### config.mk
export PLATFORM = sky130hd
export DESIGN_NAME = ps2_rx_flat
export DESIGN_NICKNAME = d
export VERILOG_FILES = /design/src/rtl/ps2_rx_if.sv /design/src/rtl/ps2_rx.sv /design/src/flat_wrapper.sv
export SDC_FILE = /design/constraint.sdc
export NUM_CORES = 1
export LEC_CHECK = 0
export CAP_MARGIN = 20
export CORE_ASPECT_RATIO = 1.1
export CORE_MARGIN = 2
export CORE_UTILIZATION = 42
export DETAILED_ROUTE_END_ITERATION = 12
export GPL_ROUTABILITY_DRIVEN = 0
export SYNTH_ARGS = -nofsm -noshare
export SYNTH_HDL_FRONTEND = slang
export SYNTH_SLANG_ARGS = --single-unit
### constraint.sdc
create_clock -name clk -period 3.1 [get_ports clk]
set_input_delay 0.62 -clock clk [delete_from_list [all_inputs] [get_ports clk]]
set_output_delay 0.62 -clock clk [all_outputs]
set_load 0.02 [all_outputs]
### src/rtl/ps2_rx_if.sv
// ps2_rx_if: PS/2 line pair in, received byte and status strobes out.
// The receiver connects through the slave modport; whatever drives the PS/2
// lines and consumes the bytes uses the master modport.
interface ps2_rx_if;
  logic       ps2_clk;
  logic       ps2_data;
  logic [7:0] data;
  logic       write;
  logic       err;
  logic       busy;

  modport slave (
    input  ps2_clk, ps2_data,
    output data, write, err, busy
  );

  modport master (
    output ps2_clk, ps2_data,
    input  data, write, err, busy
  );
endinterface

### src/rtl/ps2_rx.sv
// ps2_rx: PS/2 device-to-host frame receiver.
// Synchronises ps2_clk/ps2_data, deframes start + 8 data (LSB first) +
// odd parity + stop, and emits each good byte as a one-cycle write strobe
// (feeds an 8-bit FIFO). Bad frames and stalled frames give a one-cycle err.
// Optional feature macro: PS2_PARITY_CHECK_EN -- when defined, a parity
// mismatch is treated as a frame error; when undefined, parity is ignored.
module ps2_rx #(
  parameter int unsigned TIMEOUT = 10000
) (
  input  logic     clk,
  input  logic     clrn,
  ps2_rx_if.slave  bus
);

  typedef enum logic [1:0] {IDLE, DATA, PARITY, STOP} state_t;

  localparam logic [15:0] TIMEOUT_CNT = 16'(TIMEOUT);

  // [0],[1] form the synchroniser; [2] is the previous synced value for edge detect
  logic [2:0]  clk_sync_q, clk_sync_d;
  logic [1:0]  dat_sync_q, dat_sync_d;
  state_t      state_q, state_d;
  logic [2:0]  cnt_q, cnt_d;
  logic [15:0] tmo_q, tmo_d;
  logic [7:0]  sr_q, sr_d;
  logic [7:0]  data_q, data_d;
  logic        write_q, write_d;
  logic        err_q, err_d;
  logic        busy_q, busy_d;
`ifdef PS2_PARITY_CHECK_EN
  logic        par_q, par_d;
`endif

  logic fall;
  logic din;
  logic frame_ok;

  assign fall = clk_sync_q[2] & ~clk_sync_q[1];
  assign din  = dat_sync_q[1];

  // Stop bit must be 1; parity only counts when the check is compiled in
  always_comb begin
`ifdef PS2_PARITY_CHECK_EN
    frame_ok = din & (^{sr_q, par_q});
`else
    frame_ok = din;
`endif
  end

  // Next-state logic: synchroniser shift, frame FSM, timeout and output strobes
  always_comb begin
    clk_sync_d = {clk_sync_q[1:0], bus.ps2_clk};
    dat_sync_d = {dat_sync_q[0], bus.ps2_data};
    state_d    = state_q;
    cnt_d      = cnt_q;
    tmo_d      = tmo_q;
    sr_d       = sr_q;
    data_d     = data_q;
    write_d    = 1'b0;
    err_d      = 1'b0;
`ifdef PS2_PARITY_CHECK_EN
    par_d      = par_q;
`endif
    if (state_q == IDLE) begin
      // A falling edge with data high is a glitch, not a start bit
      if (fall && !din) begin
        state_d = DATA;
        cnt_d   = 3'd0;
        tmo_d   = 16'd0;
      end
    end else if (fall) begin
      tmo_d = 16'd0;
      case (state_q)
        DATA: begin
          sr_d  = {din, sr_q[7:1]};
          cnt_d = cnt_q + 3'd1;
          if (cnt_q == 3'd7) state_d = PARITY;
        end
        PARITY: begin
`ifdef PS2_PARITY_CHECK_EN
          par_d = din;
`endif
          state_d = STOP;
        end
        STOP: begin
          state_d = IDLE;
          if (frame_ok) begin
            data_d  = sr_q;
            write_d = 1'b1;
          end else begin
            err_d = 1'b1;
          end
        end
        default: state_d = IDLE;
      endcase
    end else if (tmo_q == TIMEOUT_CNT) begin
      // Line stalled mid-frame: drop the partial byte
      err_d   = 1'b1;
      state_d = IDLE;
    end else begin
      tmo_d = tmo_q + 16'd1;
    end
    busy_d = (state_d != IDLE);
  end

  // State registers; synchroniser resets high so releasing reset on idle lines gives no edge
  always_ff @(posedge clk) begin
    if (!clrn) begin
      clk_sync_q <= 3'b111;
      dat_sync_q <= 2'b11;
      state_q    <= IDLE;
      cnt_q      <= 3'd0;
      tmo_q      <= 16'd0;
      sr_q       <= 8'h00;
      data_q     <= 8'h00;
      write_q    <= 1'b0;
      err_q      <= 1'b0;
      busy_q     <= 1'b0;
`ifdef PS2_PARITY_CHECK_EN
      par_q      <= 1'b0;
`endif
    end else begin
      clk_sync_q <= clk_sync_d;
      dat_sync_q <= dat_sync_d;
      state_q    <= state_d;
      cnt_q      <= cnt_d;
      tmo_q      <= tmo_d;
      sr_q       <= sr_d;
      data_q     <= data_d;
      write_q    <= write_d;
      err_q      <= err_d;
      busy_q     <= busy_d;
`ifdef PS2_PARITY_CHECK_EN
      par_q      <= par_d;
`endif
    end
  end

  assign bus.data  = data_q;
  assign bus.write = write_q;
  assign bus.err   = err_q;
  assign bus.busy  = busy_q;

endmodule

### src/flat_wrapper.sv
// flat-port wrapper written by rule: the top's interface ports become plain ports
module ps2_rx_flat 
#(
  parameter int unsigned TIMEOUT = 10000
)
  (clk, clrn, bus_ps2_clk, bus_ps2_data, bus_data, bus_write, bus_err, bus_busy);
  ps2_rx_if bus_i ();
  input  logic clk;
  input  logic clrn;
  input wire logic [$bits(bus_i.ps2_clk)-1:0] bus_ps2_clk;
  input wire logic [$bits(bus_i.ps2_data)-1:0] bus_ps2_data;
  output wire logic [$bits(bus_i.data)-1:0] bus_data;
  output wire logic [$bits(bus_i.write)-1:0] bus_write;
  output wire logic [$bits(bus_i.err)-1:0] bus_err;
  output wire logic [$bits(bus_i.busy)-1:0] bus_busy;
  assign bus_i.ps2_clk = bus_ps2_clk;
  assign bus_i.ps2_data = bus_ps2_data;
  assign bus_data = bus_i.data;
  assign bus_write = bus_i.write;
  assign bus_err = bus_i.err;
  assign bus_busy = bus_i.busy;
  ps2_rx #(.TIMEOUT(TIMEOUT)) u_core (.clk(clk), .clrn(clrn), .bus(bus_i));
endmodule
# Word-level counts from Yosys, hierarchy flattened
# Index checks and enable logic that the tools add are counted.
word_totals:
  out_inout_bits: 11
  ff_bits: 45
  elab_cells: 56
  inputBits: 4
op_classes:
  reduce_logical: 12
  muxes: 19
  eq_ne: 7
  n_bitwise: 6
  n_addsub: 2
ops:
  columns: ["op", "n"]
  rows:
  - ["2-to-1 mux 16 bit", 4]
  - ["adder 16 x 1 -> 16 bit, second input constant", 1]
  - ["equality test 16 x 14 -> 1 bit, second input constant", 1]
  - ["2-to-1 mux 3 bit", 4]
  - ["2-to-1 mux 2 bit", 5]
  - ["AND reduction 3 bit", 2]
  - ["nonzero test 2 bit", 3]
  - ["2-to-1 mux 1 bit", 5]
  - ["inverter 1 bit", 5]
  - ["equality test 2 bit, second input constant", 2]
  - ["one-hot mux 2 bit (2 select lines)", 1]
  - ["AND reduction 4 bit", 1]
  - ["OR reduction 4 bit", 1]
  - ["adder 3 x 1 -> 3 bit, second input constant", 1]
  - ["equality test 3 bit, second input constant", 1]
  - ["!= test 3 x 1 -> 1 bit, second input constant", 1]
  - ["equality test 2 x 1 -> 1 bit, second input constant", 1]
  - ["zero test 2 bit", 1]
  - ["!= test 2 bit, second input constant", 1]
  - ["AND reduction 2 bit", 1]
  - ["OR reduction 2 bit", 1]
  - ["bitwise AND 1 bit", 1]
  - ["logical AND 1 bit", 1]
  - ["zero test 1 bit", 1]

# Logic depth before layout (Yosys ltp)
logic_depth:
  ltp_word: 6
  ltp_mapped: 7
  depth_no_buf: 6

# Worst setup path before layout
# No wires, ideal clock.
synth_timing:
  kind: "reg2reg"
  from: "register u_core.dat_sync_q[1]"
  to: "register u_core.tmo_q[10]"
  arrival_time_ns: 1.737
  path_buffers: 1
  path_slack_ns: 1.290
  setup_ns: 0.074
  t_required_ns: 3.026
  path_stages_with_launch: 6
  synth_period_minus_slack_ns: 1.810
  cell_sequence: "dfxtp_1 -> or3b_1 -> buf_2 -> a2111o_1 -> or3_1 -> a21oi_1"
synth_between:
  elab_chain_cells: 4
synth_rtl:
  columns: ["item", "line_no", "text"]
  rows:
  - ["from (decl)", "ps2_rx.sv:21", "logic [1:0] dat_sync_q, dat_sync_d;"]
  - ["from (signal assigned)", "ps2_rx.sv:124", "dat_sync_q <= dat_sync_d;"]
  - ["zero test 1 bit", "ps2_rx.sv:66", "if (fall && !din) begin"]
  - ["logical AND 1 bit", "ps2_rx.sv:66", null]
  - ["!= test 2 bit (no source line)", null, null]
  - ["AND reduction 2 bit (no source line)", null, null]
  - ["to (signal assigned)", "ps2_rx.sv:127", "tmo_q <= tmo_d;"]
  - ["to (decl)", "ps2_rx.sv:24", "logic [15:0] tmo_q, tmo_d;"]
# Every way passes these cells.
# A chain may end at the register's enable or synchronous reset.

# Final worst setup path
layout_timing:
  from: "register u_core.state_q[1]"
  to: "register u_core.tmo_q[9]"
layout_between:
  elab_chain_cells: 3
  word_cells_on_any_way: 5
  cone_classes: "eq/ne (2); mux (1); reduce/logical (2)"
layout_rtl:
  columns: ["item", "line_no", "text"]
  rows:
  - ["from (decl)", "ps2_rx.sv:22", "state_t state_q, state_d;"]
  - ["from (signal assigned)", "ps2_rx.sv:125", "state_q <= state_d;"]
  - ["zero test 2 bit *", "ps2_rx.sv:64", "if (state_q == IDLE) begin"]
  - ["!= test 3 x 1 -> 1 bit (no source line) or != test 2 bit (tied branches)", null, null]
  - ["AND reduction 2 bit (no source line)", null, null]
# Mark *: on every way between the ends. The rest lies on a longest branch, timed or not.

==> run metrics <==
largest net degree at the start of global routing 21; CTS Hold Bufs 0; Area Overhead vs Synth 15.0%; Avg Inst Size Synth 8.41 µm²; CP max FO 18; grt total ovfl 0; initial core utilization 0.442; top post-synthesis cells by area dfxtp_1 43%, nand2_1 7.4%, a21oi_1 6.7%; # Post-CTS Setup Buffers 0; Slew headroom 0.497; highest clock rate 0.481 GHz; IO Pins 15; Primary FF master, synth dfxtp_1; Req. time, crit path 3260 ps; Synth cell types 44; Final Setup Violations 0; actual slew at the worst max-slew pin 750 ps; Sequential Power Share 0.513; # diodes 0; fillers between 400 and 500; Power per Cell Area about 470 nW/µm²; Worst-Skew Late Latency 300 ps; Critical Path Source Type flop; switching power 0.224 mW; register area share after synthesis 0.432; kind of critical path reg2reg; average vias per placed instance 5.55; share of layout cells above drive strength 1 0.0421; first-pass GRT wire length 7360 µm; hpwl dp 2980 µm; type of the tightest min-delay check reg2reg; footprint of the multi-input gates approximately 1100 µm²; crit path time final 2080 ps; clock skew 5.92 ps; Reg area 901 µm²; Final Util 0.508; Horiz. Die Dim 71.2 µm; fin crit share 0.671; post-cts sizing count 0; Hold Vio Cnt, Final 0; DRC viols 0; Yosys top cell area share 0.432; top routing layer in use met4; CTS buffer count 5; Syn Inst Count around 250; commonest non-fill, non-tap cells in the layout 45 x dfxtp_1, 41 x nand2_1, 28 x a21oi_1; DRT Pass-1 Iters 5; switching share of power 0.197; Worst Setup End Kind flop; CTS max path bufs 2; CTS tree done; DR iter-0 viols between 60 and 70; Total Wirelength around 4300 µm; TNS Setup 0 ps; Syn Nets about 260; P_leak around 0.8 nW; initial antenna violation count 0; post-route ant nets 0; vias in the first global route about 1,500; Root Driver clkbuf_8; cell taking the most area after synthesis dfxtp_1; FP Rows 26; Yosys reg bits 45; Die Y 77.9 µm; Async S/R FF share, synth 0; I/O Buffers 14; commonest non-fill, non-tap cell in the layout dfxtp_1; combinational share of power 0.030; clock power share 0.457; Max-Cap Viols 0; core area approximately 4700 µm²; clock tree sinks 45; H-tree levels 2; wire length on met3 172 µm; routed length on met1 2050 µm; Die ar. 5550 µm²; CP arrival 2240 ps; nets ~270; run status finished clean; GRT Util Overall 0.166; maximum vdd ir drop 218 µV; clock slew at reported path FFs 80 ps; final max-slew violation count 0; WL/cell 13.6 µm; synthesized area 2090 µm²; number of synthesized flops with an enable pin 0; Internal roughly 0.91 mW; RSZ-0062 raised after global routing false; met2 WL post-DR about 2000 µm; DR vias 1,758; Syn. warnings 0
-- synth_stat cells, drive strengths merged, types with 2 or more instances --
library cell / instances
nand3: 13
xnor2: 5
ha: 9
or3: 2
and2: 4
nor2: 13
a21oi: 28
o21a: 2
a211oi: 2
nand2: 41
buf: 2
o211ai: 2
dfxtp: 45
and3: 3
nand3b: 2
o21ai: 8
o31ai: 2
inv: 8
or4: 3
nor4b: 3
mux2i: 4
and4: 2
a2111oi: 3
a31oi: 2
o221ai: 3
clkbuf: 10
nand4: 6
nand2b: 7
-- worst paths after layout --
path	endpoint	from	cells after the start	slack [ps]
min	u_core.dat_sync_q[1]	u_core.dat_sync_q[0]	1	410
min reg2reg	u_core.dat_sync_q[1]	u_core.dat_sync_q[0]	1	410
max reg2reg	u_core.tmo_q[9]	u_core.state_q[1]	5	1020
max	u_core.tmo_q[9]	u_core.state_q[1]	5	1020
-- kinds of logic (layout without fill, tap and decap cells) --
| kind of cell | count (synthesis) | after routing | synth area share |
|---|---|---|---|
| AND/OR/NAND/NOR | 105 | 105 | 0.257 |
| AO/OA/AOI/OAI | 58 | 58 | 0.171 |
| flip-flops | 45 | 45 | 0.432 |
| buffers and inverters | 21 | 34 | 0.0420 |
| adder cells (fa/ha/maj) | 9 | 9 | 0.0540 |
| XOR/XNOR | 6 | 6 | 0.0252 |
| multiplexers | 4 | 4 | 0.0192 |
-- power by group through the flow --
stage | Combinational [mW] | Clock, mW | Sequential [mW]
floorplan | 0.0220 | 0 | 0.597
global placement | 0.0343 | 0 | 0.598
detailed placement | 0.0344 | 0 | 0.598
CTS | 0.0345 | 0.531 | 0.584
global route | 0.0382 | 0.558 | 0.585
finish | 0.0345 | 0.519 | 0.584
-- worst max-delay path, cell delays in order (launching register included) --
cell and delay, ps:
dfxtp_1 430, inv_1 120, ha_1 420, and2_1 280, o21ai_1 590, nor2_1 110
-- registers in the layout, summed over array words and instances, names as in the netlist --
register,cells
u_core.tmo_q,16
u_core.bus.data,8
u_core.sr_q,8
u_core.clk_sync_q,3
u_core.cnt_q,3
u_core.dat_sync_q,2
u_core.state_q,2
u_core.bus.busy,1
u_core.bus.err,1
u_core.bus.write,1
-- stage by stage --
step	setup slack (ps)	hold WS (ps)	total power [mW]	cell area [µm²]	std cells
6_report	1020	414	1.14	2400	317
5_1_grt	825	439	1.18	2400	317
4_1_cts	1020	419	1.15	2400	317
3_5_place_dp	939	400	0.632	2260	309
3_3_place_gp	946	392	0.632	2260	309
2_1_floorplan	1290	386	0.619	2090	248
-- area by class of cell --
type	instances	share of cell area
multi-input combinational	182	0.457
sequential	45	0.376
timing repair buffer	17	0.0678
tap	56	0.0292
clock buffer	5	0.0287
clock inverter	3	0.0271
inverter	9	0.0141
-- layer usage --
metal,vias to the layer above,track usage
met5,-,0
met4,0,0.0698
met3,12,0.0416
met1,802,0.221
met2,37,0.256
li1,907,-
Power figures use the tool's default switching activity.
==> edit 1 (same flow settings) <==
`TIMEOUT` is set to 10000 in 2 places; all go to 5000.
--- a/src/rtl/ps2_rx.sv
+++ b/src/rtl/ps2_rx.sv
@@ -6,5 +6,5 @@
 // mismatch is treated as a frame error; when undefined, parity is ignored.
 module ps2_rx #(
-  parameter int unsigned TIMEOUT = 10000
+  parameter int unsigned TIMEOUT = 5000
 ) (
   input  logic     clk,
--- a/src/flat_wrapper.sv
+++ b/src/flat_wrapper.sv
@@ -2,5 +2,5 @@
 module ps2_rx_flat 
 #(
-  parameter int unsigned TIMEOUT = 10000
+  parameter int unsigned TIMEOUT = 5000
 )
   (clk, clrn, bus_ps2_clk, bus_ps2_data, bus_data, bus_write, bus_err, bus_busy);
Formal check against the unedited RTL: same outputs for any inputs over 10 cycles, from zero or initial values; that may be too few to reach the edited logic, so the function may still have changed.
==> edit 1 against the unedited design <==
- utilization fell by 0.71 points
- synthesized area fell by 2.8%
- die area fell by 2.6%
- sequential cell count did not move
- worst setup slack improved by 78 ps
- hold slack got worse by 0.59 ps
- routed wire length fell by 8.2%
- power fell by 4.5%
- cell area fell by 2.8%
- critical path type is now input pin to register
- highest routed layer unchanged
==> edit 1: results (changes against the unedited design) <==
critical path peak fanout=21 (+3); Layout Cells excl Fill=306 (-3.5%); clock skew=8.624 ps (+2.706 ps); Worst Path Arrival=2260 ps (+20 ps); pin count of the biggest net entering global routing=22 (+4.8%); CP max stage delay=860 ps (+270 ps); fin nets=262 (-4.0%); routed vias/inst=5.317 (-4.1%); status=finished, final reports clean; final wirelength=3956 um (-8.2%); Num CTS Buffers=5 (unchanged); ranking of synthesized cells by area=dfxtp_1 (44%), nand2_1 (8.9%), a21boi_0 (5.9%), ha_1 (5.6%), xor2_1 (3.0%); FILL cells=462 (+3.4%); Syn Nets=249 (-4.6%); r2r endpoint=u_core.tmo_q[13]; R2R Setup Slk=1100 ps (+80 ps); Pre-antenna DRT Iters=4 (-1); post-synth cell types=41 (-6.8%); sequential area share after synthesis=0.4442 (+0.01226); Synth top cells by count=nand2_1 (48), dfxtp_1 (45), a21boi_0 (16), nor2_1 (13), nand3_1 (11); H-tree levels=2 (unchanged); share of layout cells above drive strength 1=0.05200 (+0.009854); hpwl dp=2726 um (-8.4%); Leak=0.7982 nW (-2.7%); CTS max path bufs=2 (unchanged); worst r2r src=u_core.tmo_q[0]; VDD IR max=204.7 uV (-6.1%); Slowest-stage cell, CP=clkdlybuf4s50_1; Initial DRC Count=58 (-12%); number of global-route vias before repair=1477 (-4.4%); Setup Buffers After CTS=0 (unchanged); Total Routing Usage GR=0.1526 (-0.01383)
[edit 1: changes by cell type after synthesis, moves of 4 or more]
cell / unedited run / this run
a21oi_1: 28 / 6
a21boi_0: 0 / 16
nand2_1: 41 / 48
xor2_1: 1 / 7
nor3_1: 0 / 5
mux2i_1: 4 / 0
[edit 1: worst register-to-register path, delay by kind of cell, from the launching register on]
family	cells	cell delay, ps
adder cells (fa/ha/maj)	1	160
flip-flops	1	350
AND/OR/NAND/NOR	4	960
buffers and inverters	1	90
AO/OA/AOI/OAI	1	330
[edit 1: how the worst min path moves through the flow]
stage                               startpoint                   end  slack, ps  cells after the start
final                     u_core.dat_sync_q[0]  u_core.dat_sync_q[1]        410                      1
after global routing      u_core.dat_sync_q[0]  u_core.dat_sync_q[1]        420                      1
after CTS                 u_core.dat_sync_q[0]  u_core.dat_sync_q[1]        420                      1
after detailed placement  u_core.dat_sync_q[0]  u_core.dat_sync_q[1]        400                      1
after global placement    u_core.clk_sync_q[0]  u_core.clk_sync_q[1]        390                      1
after floorplan           u_core.clk_sync_q[0]  u_core.clk_sync_q[1]        390                      1
[edit 1: power breakdown]
| group | internal [W] | leakage (nW) | switching, W |
|---|---|---|---|
| clock | 0.000262 | 0.0574 | 0.000211 |
| sequential | 0.000581 | 0.363 | 0.00000246 |
| combinational | 0.0000128 | 0.377 | 0.0000166 |
[edit 1: kinds of logic after synthesis]
| logic type | Yosys count | share of synthesized area |
|---|---|---|
| AND/OR/NAND/NOR | 115 | 0.2856 |
| flip-flops | 45 | 0.4442 |
| AO/OA/AOI/OAI | 44 | 0.1499 |
| buffers and inverters | 14 | 0.02591 |
| XOR/XNOR | 9 | 0.03887 |
| adder cells (fa/ha/maj) | 9 | 0.05552 |
[edit 1: layout make-up]
type / count / area [um^2] / share of cell area
clock buffer: 6 / 82.58 / 0.03541
sequential: 45 / 900.9 / 0.3863
timing repair buffer: 15 / 147.6 / 0.06330
tap: 56 / 70.07 / 0.03004
multi-input combinational: 177 / 1075 / 0.4608
clock inverter: 2 / 37.54 / 0.01609
inverter: 5 / 18.77 / 0.008047
[edit 1: through the flow]
step                 power, W  utilization  area (um^2)  hold WS [ps]  setup WS (ps)
floorplan           0.0006171            -         2028         386.3           1399
global placement    0.0006266       0.4755         2212         390.2          792.2
detailed placement  0.0006268       0.4755         2212         395.1          774.1
CTS                  0.001095       0.5013         2332         416.5           1090
global route         0.001120       0.5013         2332         422.7          925.7
finish               0.001086       0.5013         2332         413.2           1097
[edit 1: per-layer routing]
metal,wire [um],GRT usage,share of wire
met5,0,0,0
met4,55,0.05192,0.014
met3,109,0.04074,0.028
met1,2092,0.2100,0.53
met2,1698,0.2302,0.43
==> edit 2 (same flow settings) <==
Made on the original files. Encoding of `state_t`: now Gray code (2 bits for 4 states).
--- a/src/rtl/ps2_rx.sv
+++ b/src/rtl/ps2_rx.sv
@@ -13,5 +13,5 @@
 );
 
-  typedef enum logic [1:0] {IDLE, DATA, PARITY, STOP} state_t;
+  typedef enum logic [1:0] {IDLE = 2'b00, DATA = 2'b01, PARITY = 2'b11, STOP = 2'b10} state_t;
 
   localparam logic [15:0] TIMEOUT_CNT = 16'(TIMEOUT);
Function: same outputs for any inputs over 10 cycles, from zero or initial values; not proved beyond that.
==> edit 2 against the unedited design <==
- sequential share of layout area up 1.5 points
- cell area decreased by 3.9%
- worst setup slack gained 220 ps
- largest power group unchanged
- sequential cell count did not move
- routed wire length is 9.3% lower
- critical endpoint is now bus_data[1]
- power decreased by 14%
- clock skew barely moved
- count of clock-buffer cells in the layout unchanged
- hold slack got worse by 5.9 ps
- synthesized area shrank 1.4%
- global-route usage is 1.3 points lower
==> edit 2: results (changes against the unedited design) <==
critical path peak fanout=2 (-16); Initial DRC Count=85 (+29%); most flop-heavy register=u_core.tmo_q; FILL cells=453 (+1.3%); Reg2Reg Depth=4 (-1); status=finished, final reports clean; CP top delay family=buffers and inverters; Worst setup startpoint=u_core.bus.data[1]; vias after detailed routing=1606 (-8.6%); sequential area share after synthesis=0.4382 (+0.006309); post-synth cell types=54 (+23%); Multi-In Gates=164 (-9.9%); first-pass GRT wire length=6837 um (-7.1%); crit path capture=bus_data[1]; mux contribution to synthesized area=0.04930 (+0.03010); number of global-route vias before repair=1456 (-5.8%); P per Cell Area=425.2 nW/um^2 (-10%); share of layout cells above drive strength 1=0.1008 (+0.05869); CP max stage delay=610 ps (+20 ps); Worst Hold End=u_core.dat_sync_q[1]; Reg area=900.9 um^2 (unchanged); syn avg cell area=9.096 um^2 (+8.2%); ranking of synthesized cells by area=dfxtp_1 (44%), nand2_1 (5.1%), mux2i_1 (4.4%), a21oi_1 (4.1%), nand3_1 (2.9%); VDD IR max=215.2 uV (-1.3%); final wirelength=3910 um (-9.3%); Synth top cells by count=dfxtp_1 (45), nand2_1 (28), a21oi_1 (17), nor2_1 (15), nand3_1 (12); Total Routing Usage GR=0.1532 (-0.01316); post-synthesis compound-gate area fraction=0.1491 (-0.02185); Post-Synth Adder-Cell Area=0.02435 (-0.02964); ANT cells=0 (unchanged); Slew @ Worst Pin=572.5 ps (-177.7 ps); Leak=0.8261 nW (+0.74%); worst r2r src=u_core.clk_sync_q[1]; pin count of the biggest net entering global routing=18 (-14%); Non-clk invs=5 (-4); signal buffers share of area=0.06732 (-0.0004961); Final clock-cell share=0.03963 (-0.01619); Syn Nets=234 (-10%); Cells after DPL=286 (-7.4%); Non-clk bufs=16 (-1); hpwl dp=2779 um (-6.6%); Slowest-stage cell, CP=clkdlybuf4s50_1; Fin Hold WS=407.9 ps (-5.872 ps); multi-input logic area=1069 um^2 (-2.6%); fin nets=245 (-10%); clock skew=5.581 ps (-0.3371 ps); Sw Share=0.2324 (+0.03546); routed vias/inst=5.463 (-1.5%); r2r endpoint=u_core.tmo_q[14]; Hold Crit Depth=1 (unchanged); XOR/XNOR Fraction of Synth Area=0.01278 (-0.01241); R2R Setup Slk=1240 ps (+220 ps)
-- edit 2: per-stage QoR --
step | worst slack (ps) | power (W) | area [um^2]
floorplan | 1421 | 0.0006173 | 2056
global placement | 1007 | 0.0006283 | 2213
detailed placement | 985.7 | 0.0006280 | 2213
CTS | 1213 | 0.0009972 | 2305
global route | 1136 | 0.001034 | 2305
finish | 1239 | 0.0009800 | 2305
-- edit 2: power groups by stage --
| stage | Clock [W] | Combinational [W] | Sequential, W |
|---|---|---|---|
| floorplan | 0 | 0.0000207 | 0.000597 |
| global placement | 0 | 0.0000308 | 0.000598 |
| detailed placement | 0 | 0.0000305 | 0.000597 |
| CTS | 0.000383 | 0.0000306 | 0.000584 |
| global route | 0.000415 | 0.0000341 | 0.000585 |
| finish | 0.000366 | 0.0000304 | 0.000584 |
-- edit 2: metal layers --
layer  routed length, um  global-route usage
met1                1999              0.2112
met2                1792              0.2346
met3                  89             0.03896
met4                  29             0.04906
met5                   0                   0
